File: src/rtl/seven_seg_scanner_if.sv
// Signal bundle between the register-side driver (master) and the seven-segment scanner (slave).
interface seven_seg_scanner_if #(
    parameter int DIGITS = 4
);
    logic [4*DIGITS-1:0] digits;
    logic [DIGITS-1:0]   dp;
    logic [DIGITS-1:0]   blank;
    logic                lz_en;
    logic [3:0]          brightness;
    logic [DIGITS-1:0]   select;
    logic [7:0]          segments;
    logic                frame_start;

    modport master (
        output digits, dp, blank, lz_en, brightness,
        input  select, segments, frame_start
    );

    modport slave (
        input  digits, dp, blank, lz_en, brightness,
        output select, segments, frame_start
    );
endinterface

File: src/rtl/seven_seg_scanner.sv
// Multiplexed common-anode seven-segment scanner with frame-synchronous capture and leading-zero
// suppression. Define SEVEN_SEG_BRIGHTNESS_EN to enable per-slot brightness PWM.
module seven_seg_scanner #(
    parameter int DIGITS      = 4,
    parameter int REFRESH_DIV = 4096
) (
    input  logic              clk,
    input  logic              reset,
    seven_seg_scanner_if.slave bus
);
    localparam int CNT_W = $clog2(REFRESH_DIV);
    localparam int IDX_W = (DIGITS > 1) ? $clog2(DIGITS) : 1;
    localparam logic [CNT_W-1:0] CNT_LAST = CNT_W'(REFRESH_DIV - 1);

    logic [CNT_W-1:0]    cnt_q, cnt_d;
    logic [IDX_W-1:0]    idx_q, idx_d;
    logic [4*DIGITS-1:0] sh_digits_q, sh_digits_d;
    logic [DIGITS-1:0]   sh_dp_q, sh_dp_d;
    logic [DIGITS-1:0]   sh_blank_q, sh_blank_d;
    logic                sh_lz_q, sh_lz_d;
    logic [DIGITS-1:0]   select_q, select_d;
    logic [7:0]          segments_q, segments_d;
    logic                frame_start_q, frame_start_d;
    logic                capture;
    logic                gate;
    logic [DIGITS-1:0]   suppress;

    function automatic logic [7:0] hex_decode(input logic [3:0] v);
        case (v)
            4'h0: return 8'hC0;  4'h1: return 8'hF9;  4'h2: return 8'hA4;  4'h3: return 8'hB0;
            4'h4: return 8'h99;  4'h5: return 8'h92;  4'h6: return 8'h82;  4'h7: return 8'hF8;
            4'h8: return 8'h80;  4'h9: return 8'h90;  4'hA: return 8'h88;  4'hB: return 8'h83;
            4'hC: return 8'hC6;  4'hD: return 8'hA1;  4'hE: return 8'h86;  default: return 8'h8E;
        endcase
    endfunction

    assign capture = (cnt_q == '0) && (idx_q == '0);

    // Decisions on the capture cycle use the freshly sampled inputs, so no frame ever tears.
    assign sh_digits_d = capture ? bus.digits : sh_digits_q;
    assign sh_dp_d     = capture ? bus.dp     : sh_dp_q;
    assign sh_blank_d  = capture ? bus.blank  : sh_blank_q;
    assign sh_lz_d     = capture ? bus.lz_en  : sh_lz_q;

`ifdef SEVEN_SEG_BRIGHTNESS_EN
    assign gate = (cnt_q[CNT_W-1 -: 4] <= bus.brightness);
`else
    logic brightness_unused;
    assign brightness_unused = ^bus.brightness;
    assign gate = 1'b1;
`endif

    always_comb begin
        // NOTE: every always_comb output gets a default first so no latch is inferred.
        cnt_d = cnt_q + CNT_W'(1);
        idx_d = idx_q;
        if (cnt_q == CNT_LAST) begin
            cnt_d = '0;
            // Also catches out-of-range indices, returning them to digit 0.
            idx_d = (int'(idx_q) >= DIGITS - 1) ? '0 : idx_q + IDX_W'(1);
        end
    end

    always_comb begin
        logic higher_dark;
        higher_dark = 1'b1;
        suppress    = '0;
        for (int i = DIGITS - 1; i >= 1; i--) begin
            suppress[i] = sh_lz_d && (sh_digits_d[4*i +: 4] == 4'h0) && !sh_dp_d[i] && higher_dark;
            higher_dark = suppress[i] || (higher_dark && sh_blank_d[i]);
        end
    end

    always_comb begin
        int idx_int;
        idx_int       = int'(idx_q);
        select_d      = '1;
        segments_d    = 8'hFF;
        frame_start_d = capture;
        if (idx_int < DIGITS && !sh_blank_d[idx_q] && !suppress[idx_q] && gate) begin
            select_d[idx_q] = 1'b0;
            segments_d      = hex_decode(sh_digits_d[4*idx_int +: 4]) & {~sh_dp_d[idx_q], 7'h7F};
        end
    end

    always_ff @(posedge clk) begin
        // NOTE: sequential state uses non-blocking assignments so all registers update together.
        if (reset) begin
            cnt_q         <= '0;
            idx_q         <= '0;
            // NOTE: the shadows are reset so the display state is fully defined after reset.
            sh_digits_q   <= '0;
            sh_dp_q       <= '0;
            sh_blank_q    <= '0;
            sh_lz_q       <= 1'b0;
            select_q      <= '1;
            segments_q    <= 8'hFF;
            frame_start_q <= 1'b0;
        end else begin
            cnt_q         <= cnt_d;
            idx_q         <= idx_d;
            sh_digits_q   <= sh_digits_d;
            sh_dp_q       <= sh_dp_d;
            sh_blank_q    <= sh_blank_d;
            sh_lz_q       <= sh_lz_d;
            select_q      <= select_d;
            segments_q    <= segments_d;
            frame_start_q <= frame_start_d;
        end
    end

    assign bus.select      = select_q;
    assign bus.segments    = segments_q;
    assign bus.frame_start = frame_start_q;
endmodule
File: src/flat_wrapper.sv
// flat-port wrapper written by rule: the top's interface ports become plain ports
module seven_seg_scanner_flat 
#(
    parameter int DIGITS      = 4,
    parameter int REFRESH_DIV = 4096
)
  (clk, reset, bus_digits, bus_dp, bus_blank, bus_lz_en, bus_brightness, bus_select, bus_segments, bus_frame_start);
  seven_seg_scanner_if #(.DIGITS(DIGITS)) bus_i ();
  input  logic clk;
  input  logic reset;
  input wire logic [$bits(bus_i.digits)-1:0] bus_digits;
  input wire logic [$bits(bus_i.dp)-1:0] bus_dp;
  input wire logic [$bits(bus_i.blank)-1:0] bus_blank;
  input wire logic [$bits(bus_i.lz_en)-1:0] bus_lz_en;
  input wire logic [$bits(bus_i.brightness)-1:0] bus_brightness;
  output wire logic [$bits(bus_i.select)-1:0] bus_select;
  output wire logic [$bits(bus_i.segments)-1:0] bus_segments;
  output wire logic [$bits(bus_i.frame_start)-1:0] bus_frame_start;
  assign bus_i.digits = bus_digits;
  assign bus_i.dp = bus_dp;
  assign bus_i.blank = bus_blank;
  assign bus_i.lz_en = bus_lz_en;
  assign bus_i.brightness = bus_brightness;
  assign bus_select = bus_i.select;
  assign bus_segments = bus_i.segments;
  assign bus_frame_start = bus_i.frame_start;
  seven_seg_scanner #(.DIGITS(DIGITS), .REFRESH_DIV(REFRESH_DIV)) u_core (.clk(clk), .reset(reset), .bus(bus_i));
endmodule
File: config.mk
export PLATFORM = sky130hd
export DESIGN_NAME = seven_seg_scanner_flat
export DESIGN_NICKNAME = d
export VERILOG_FILES = /design/src/rtl/seven_seg_scanner_if.sv /design/src/rtl/seven_seg_scanner.sv /design/src/flat_wrapper.sv
export SDC_FILE = /design/constraint.sdc
export NUM_CORES = 1
export LEC_CHECK = 0
export BUFFER_PORTS_ARGS = -buffer_cell sky130_fd_sc_hd__buf_2
export CORE_UTILIZATION = 45
export CTS_BUF_LIST = sky130_fd_sc_hd__clkbuf_4 sky130_fd_sc_hd__clkbuf_8
export CTS_CLUSTER_DIAMETER = 30
export DETAILED_ROUTE_END_ITERATION = 7
export PLACE_DENSITY = 0.69
export SKIP_CTS_REPAIR_TIMING = 1
export SKIP_LAST_GASP = 1
export SLEW_MARGIN = 20
export SYNTH_ARGS = -nofsm -noshare
export SYNTH_HDL_FRONTEND = slang
export SYNTH_SLANG_ARGS = --single-unit
File: constraint.sdc
create_clock -name clk -period 3.1 [get_ports clk]
set_input_delay 0 -clock clk [delete_from_list [all_inputs] [get_ports clk]]
set_output_delay 0 -clock clk [all_outputs]
set_load 0.02 [all_outputs]
==> results of run 1 <==
## flip-flops by register name (all words and copies together) (netlist names)
signal	cells
u_core.bus.frame_start	1
u_core.bus.select	4
u_core.sh_lz_q	1
u_core.sh_blank_q	4
u_core.bus.segments	8
u_core.idx_q	2
u_core.sh_dp_q	4
u_core.sh_digits_q	16
u_core.cnt_q	12
## final cells by class
type                    instances  area (um^2)  share of cell area [%]
clock buffers                   7         96.3                    3.02
multi-input cells             202         1460                    45.7
inverters                      13         48.8                    1.53
repair buffers                 69          455                    14.3
well taps                      72         90.1                    2.83
flip-flops and latches         52         1040                    32.7
## worst max-delay path: cells and delay by family (launching register included)
kind,cells,cell delay [ns]
AO/OA/AOI/OAI,2,0.87
adder cells (fa/ha/maj),1,0.19
buffers and inverters,1,0.05
flip-flops,1,0.33
multiplexers,2,0.42
AND/OR/NAND/NOR,3,0.99
## worst paths after layout
kind | slack, ns | endpoint | cells after the start
setup reg to reg | 0.15 | u_core.bus.segments[3] | 9
hold / removal | -0.01 | u_core.sh_dp_q[3] | 3
setup / recovery | 0.15 | u_core.bus.segments[3] | 9
hold reg to reg | 0.46 | u_core.sh_digits_q[1] | 2
## logic make-up (layout without fill, tap and decap cells)
group	Yosys count	in the layout
AOI/OAI and AO/OA	45	45
xor gates and xnor gates	10	10
adders and majority gates	12	12
buffers and inverters	28	89
DFF	52	52
muxes	24	24
and+or+nand+nor	111	111
## metrics by stage
stage | hold WS (ns) | power [W] | utilization [%] | cell area (um^2) | TNS [ns]
after global routing | 0.000156 | 0.00164 | 57.5 | 3190 | -0.0317
final | -0.0133 | 0.00156 | 57.5 | 3190 | 0
after global placement | 0.264 | 0.00113 | 53.0 | 2940 | 0
after CTS | -0.0553 | 0.00155 | 54.7 | 3030 | 0
after detailed placement | 0.267 | 0.00114 | 53.0 | 2940 | 0
after floorplan | 0.138 | 0.00103 | - | 2610 | 0
## routing by layer
layer,global-route usage [%],vias up,routed length [um],share of wire (%)
met5,0,-,0,0
met4,5.93,0,110,1.8
met3,4.65,12,363,5.9
met2,33.3,62,2880,47
met1,27.9,1061,2770,45
li1,-,1125,-,-
## report_power, final
part	internal, W	total, W	switching, W	leakage (nW)
clock network	0.000199	0.000417	0.000218	0.0503
registers	0.000722	0.000745	0.0000230	0.427
logic	0.000179	0.000399	0.000220	0.913
## placed cells by master, fill, tap and decap left out, types with 11 or more instances in the layout
cell           netlist  routed
dlygate4sd3_1        0      14
mux2i_1             20      19
dfxtp_1             52      52
buf_2                4      39
nor2_1              39      39
inv_1               11      11
nand2_1             25      25
ha_1                12      12
buf_4                1      16
a21oi_1             15      15
==> results.md, run 1 <==
* Top cells by area, synth: dfxtp_1 40%, mux2i_1 7.7%, ha_1 5.8%
* Final max-slew violation count at 0
* Critical Path Max Stage Delay at 0.64 ns
* Via count at 2,260
* Async set or reset register ratio after synthesis at 0%
* Post-Synth Adder-Cell Area at 5.77%
* Crit path time final at 2.95 ns
* Post-synthesis sequential area ratio at 40.0%
* Die area at 6090 um^2
* Starting Density at 47.0%
* Fillers at 540
* Mapped Area at 2600 um^2
* P&R area growth vs syn at 22.6%
* Worst EP arrival at 3.16 ns
* Residual DRC count at 0
* Final Hold Slack at -0.0133 ns
* Leakage power at 1.39 nW
* Number of synthesized flops with an enable pin at 0
* Ratio of cells with drive above 1 in the final layout at 22.7%
* Starting DRC count in detailed routing at 107
* Largest net degree at the start of global routing at 35
* Post-synth top area cell: dfxtp_1
* Diode count at 0
* Crit path capture type: flop
* Worst-path clk slew at 0.09 ns
* Final setup fails at 0
* IO Count at 44
* Post-Synthesis Cells at 282
* Clock skew at 0.00654 ns
* Area of the core at 5540 um^2
* Final hold violations at 3
* 1st-pass router iterations at 4
* Crit path max-delay cell type: or4b_1
* PortBufs at 39
* Num CTS Buffers at 5
* Multiplexer share of the synthesized area at 10.9%
* Final Non-Filler Cells at 415
* Fin crit share at 95.3%
* Worst path cell trace: inv_2 > ha_1 > or4b_1 > o31a_1 > a2111oi_0 > or4_4 > mux2_4 > mux2i_1 > nand2_1
* Die Y at 78.0 um
* Synth Area in Simple Gates at 22.8%
* Clk root buf: clkbuf_8
* Startpoint Class: flop
* Most common cell in the netlist: dfxtp_1
* Most used DFF post-synth: dfxtp_1
* Fmax at 339 MHz
* Failing checks: negative hold slack
* XOR/XNOR Fraction of Synth Area at 3.37%
* Crit. Startpoint: u_core.idx_q[0]
* RSZ-0062 raised after global routing: yes
* Post-synthesis compound-gate area fraction at 12.3%
* Max-Cap Viols at 0
* First-pass GRT wire length at 9840 um
* Synthesized net count at 325
* CP Max Fanout at 8
* Post-synth top area share at 40.0%
* Clk sink count at 52
* Routed Antenna Nets at 0
* Wirelength per Cell at 14.7 um
* Kind of critical path: reg2reg
* Final nets at 386
* Final worst slack at 0.147 ns
* # H-tree levels at 2
* Yosys warns at 0
* Total gr overflow at 0
* Number of global-route vias before repair at 2,044
* DIE WIDTH at 78.0 um
* Slew HR at 59.9%
* Initial antenna violation count at 0
* Num rows at 27
* Slew @ Worst Pin at 0.601 ns
* CTS tree: yes
* Post-synthesis area per instance at 9.22 um^2
* Netlist cell types at 53
* CP required at 3.31 ns
* Outcome: finished, violations left
* Placed cell count at 394
* Synthesized flop and latch total at 52
* Hold path startpoint: bus_dp[3]
* Worst-skew pair later-pin latency at 0.31 ns
* Clock buffer depth at 2
* Vias per cell at 5.45
* Post-synth top cells: 52 x dfxtp_1, 39 x nor2_1, 25 x nand2_1, 20 x mux2i_1, 15 x a21oi_1
* Hold/Removal Path Class: in2reg
* Largest family of logic cells by synthesized area: simple AND/OR/NAND/NOR gates
* Reg-to-reg startpoint: u_core.idx_q[0]
* DP HPWL at 4460 um
* Total wire length at 6120 um
* Setup slack at placement at 0.153 ns
* Total global-route track usage at 20.7%
* Power Dens Cells at 490 nW/um^2
* Placer congestion estimate at 0.863
* VDD IR max at 231 uV
No activity file was read; power rests on OpenSTA's default activity.
==> inputs of run 2 (changes only) <==
--- a/config.mk
+++ b/config.mk
@@ -5,6 +5,7 @@
 export SDC_FILE = /design/constraint.sdc
 export NUM_CORES = 1
 export LEC_CHECK = 0
+export ABC_AREA = 1
 export BUFFER_PORTS_ARGS = -buffer_cell sky130_fd_sc_hd__buf_2
 export CORE_UTILIZATION = 45
 export CTS_BUF_LIST = sky130_fd_sc_hd__clkbuf_4 sky130_fd_sc_hd__clkbuf_8
==> results.md, run 2 <==
* Initial antenna violation count at 0 (unchanged)
* 1st-pass router iterations at 7 (+3)
* Final Non-Filler Cells at 479 (+15%)
* Post-synth top area share at 40.4% (+0.43 points)
* Fmax at 385 MHz (+14%)
* Final nets at 449 (+16%)
* Largest net degree at the start of global routing at 29 (-17%)
* Slew HR at 63.2% (+3.3 points)
* Residual DRC count at 0 (unchanged)
* Die area at 6030 um^2 (-1.0%)
* Top delay family on crit path: simple AND/OR/NAND/NOR gates
* Synthesized net count at 403 (+24%)
* Clock skew at 0.0116 ns (+0.00502 ns)
* Num rows at 27 (unchanged)
* Setup_tns at 0 ns (unchanged)
* Num CTS Buffers at 5 (unchanged)
* Worst-path clk slew at 0.10 ns (about the same)
* Clock buffer depth at 2 (unchanged)
* IO Count at 44 (unchanged)
* Critical Path Max Stage Delay at 0.33 ns (-0.31 ns)
* Ratio of cells with drive above 1 in the final layout at 16.5% (-6.3 points)
* Slew @ Worst Pin at 0.551 ns (-0.0497 ns)
* Failing checks: negative hold slack
* Max-Cap Viols at 0 (unchanged)
* Most flops, register: u_core.sh_digits_q
* RSZ-0062 raised after global routing: no
* Outcome: finished, violations left
* VDD IR max at 275 uV (+19%)
* Number of synthesized flops with an enable pin at 0 (unchanged)
* First-pass GRT wire length at 9140 um (-7.1%)
* P&R area growth vs syn at 16.5%
* Final setup fails at 0 (unchanged)
* Netlist cell types at 29 (-45%)
* Wirelength per Cell at 11.2 um (-24%)
* Worst path cell trace: clkinv_1 > ha_1 > nand2_1 > inv_1 > nand2_1 > nor2_4 > nand2_2 > nand2_1 > nand3_1 > nand2_1 > inv_1 > nand2_1 > inv_1 > ha_1 > nand3_1 > nand2_1 > o21ai_0 > nand2_1
* Post-synthesis area per instance at 7.15 um^2 (-22%)
* Total wire length at 5350 um (-13%)
* # H-tree levels at 2 (unchanged)
* Worst EP arrival at 2.77 ns (-0.39 ns)
* Crit path capture type: flop
* WP buf/inv at 4 (+3)
* Most common cell in the netlist: nand2_1
* Final hold violations at 5 (+2)
* Max reg flops at 16 (unchanged)
* Clk sink count at 52 (unchanged)
* CP required at 3.27 ns (-0.04 ns)
* Routed Antenna Nets at 0 (unchanged)
* Post-synth top cells: 89 x nand2_1, 52 x dfxtp_1, 43 x nor2_1, 40 x inv_1, 40 x nand3_1
* Area of the core at 5510 um^2 (-0.61%)
* Yosys warns at 0 (unchanged)
* Most used DFF post-synth: dfxtp_1
* Placed cell count at 467 (+19%)
* PortBufs at 39 (unchanged)
* Top cells by area, synth: dfxtp_1 40%, nand2_1 13%, nand3_1 7.8%
* DIE WIDTH at 77.6 um (-0.52%)
* Post-synthesis sequential area ratio at 40.4% (+0.43 points)
* Final max-slew violation count at 0 (unchanged)
* Power consumption at 0.00156 W (-0.22%)
* Leakage power at 1.44 nW (+3.9%)
* Starting Density at 46.7% (-0.21 points)
* Crit path max-delay cell type: dfxtp_1
* Total gr overflow at 0 (unchanged)
* Crit path time final at 2.60 ns (-0.357 ns)
* Power Dens Cells at 520 nW/um^2 (+6.1%)
* Mapped Area at 2570 um^2 (-1.1%)
* Fin crit share at 83.7% (-12 points)
* Hold/Removal Path Class: in2reg
* Most frequent cells in the layout: 89 x nand2_1, 52 x dfxtp_1, 43 x nor2_1
* Kind of critical path: reg2reg
* Startpoint Class: flop
* Final Hold Slack at -0.0337 ns (-0.0204 ns)
* Most common cell after layout, fill and taps aside: nand2_1
* Die Y at 77.6 um (-0.52%)
* Clk root buf: clkbuf_8
* Vias per cell at 4.79 (-12%)
* Post-Synthesis Cells at 360 (+28%)
* CP Max Fanout at 12 (+4)
* Number of global-route vias before repair at 2,123 (+3.9%)
* Final core occ at 54.4% (-3.1 points)
* Starting DRC count in detailed routing at 178 (+66%)
* Post-synth top area cell: dfxtp_1
* CTS tree: yes
* Synthesized flop and latch total at 52 (unchanged)
* Via count at 2,296 (+1.6%)
* Worst-skew pair later-pin latency at 0.30 ns (about the same)
* Crit-path most repeated cell: nand2_1
* Async set or reset register ratio after synthesis at 0% (unchanged)
* DP HPWL at 3970 um (-11%)
* Placer congestion estimate at 0.783 (-9.3%)
* Diode count at 0 (unchanged)
* Total global-route track usage at 19.1% (-1.5 points)
[run 2: cell types whose count changed after synthesis, sizes merged, moves of 4 or more]
cell / before / now
nand2: 25 / 95
nand3: 9 / 41
inv: 12 / 42
mux2i: 20 / 2
o21ai: 4 / 15
nor2: 39 / 48
or4: 9 / 0
a21oi: 15 / 21
nand3b: 0 / 5
nand4: 7 / 2
buf: 7 / 3
[run 2: kinds of logic after synthesis]
| group | count (synthesis) | synth area share [%] |
|---|---|---|
| compound gates | 39 | 7.92 |
| xor+xnor | 5 | 1.70 |
| fa+ha+maj | 12 | 5.83 |
| buf+inv | 52 | 8.46 |
| flops | 52 | 40.4 |
| mux | 2 | 0.778 |
| simple gates | 198 | 34.9 |
[run 2: final cells by class]
class | count | area [um^2]
Clock buffer | 6 | 82.6
Clock inverter | 2 | 38.8
Fill cell | 523 | 2510
Inverter | 44 | 165
Multi-Input combinational cell | 256 | 1320
Sequential cell | 52 | 1040
Tap cell | 72 | 90.1
Timing Repair Buffer | 47 | 265
[run 2: worst reg2reg max path, cell delays in order, from the launching register on]
cell	delay, ns
dfxtp_1	0.33
clkinv_1	0.06
ha_1	0.17
nand2_1	0.07
inv_1	0.05
nand2_1	0.10
nor2_4	0.22
nand2_2	0.21
nand2_1	0.13
nand3_1	0.07
nand2_1	0.08
inv_1	0.04
nand2_1	0.18
inv_1	0.12
ha_1	0.25
nand3_1	0.13
nand2_1	0.06
o21ai_0	0.16
nand2_1	0.07
[run 2: worst paths after layout]
| kind | from | to | slack, ns | depth (start not counted) |
|---|---|---|---|---|
| worst max register to register | u_core.idx_q[0] | u_core.bus.segments[3] | 0.50 | 18 |
| worst min-delay path | bus_blank[2] | u_core.sh_blank_q[2] | -0.03 | 3 |
| worst min register to register | u_core.cnt_q[0] | u_core.cnt_q[0] | 0.47 | 1 |
| worst max-delay path | u_core.idx_q[0] | u_core.bus.segments[3] | 0.50 | 18 |
[run 2: where the power goes]
group          switching, W  leakage [nW]  internal (W)  total (W)
Combinational      0.000220         0.955      0.000116   0.000336
Clock              0.000220        0.0614      0.000264   0.000484
Sequential        0.0000147         0.428      0.000723   0.000738
Total              0.000454          1.44       0.00110    0.00156
[run 2: metrics by stage]
step | area [um^2] | setup slack (ns)
global placement | 2840 | 0.569
CTS | 2960 | 0.502
floorplan | 2570 | 0.308
finish | 3000 | 0.504
detailed placement | 2840 | 0.525
global route | 3000 | 0.194
[run 2: per-layer routing]
metal | GRT usage (%) | up-vias | wire length, um | share of wire [%]
li1 | - | 1233 | - | -
met1 | 23.4 | 1021 | 2560 | 48
met2 | 33.3 | 40 | 2560 | 48
met3 | 4.24 | 2 | 196 | 3.7
met4 | 5.85 | 0 | 34 | 0.64
met5 | 0 | - | 0 | 0
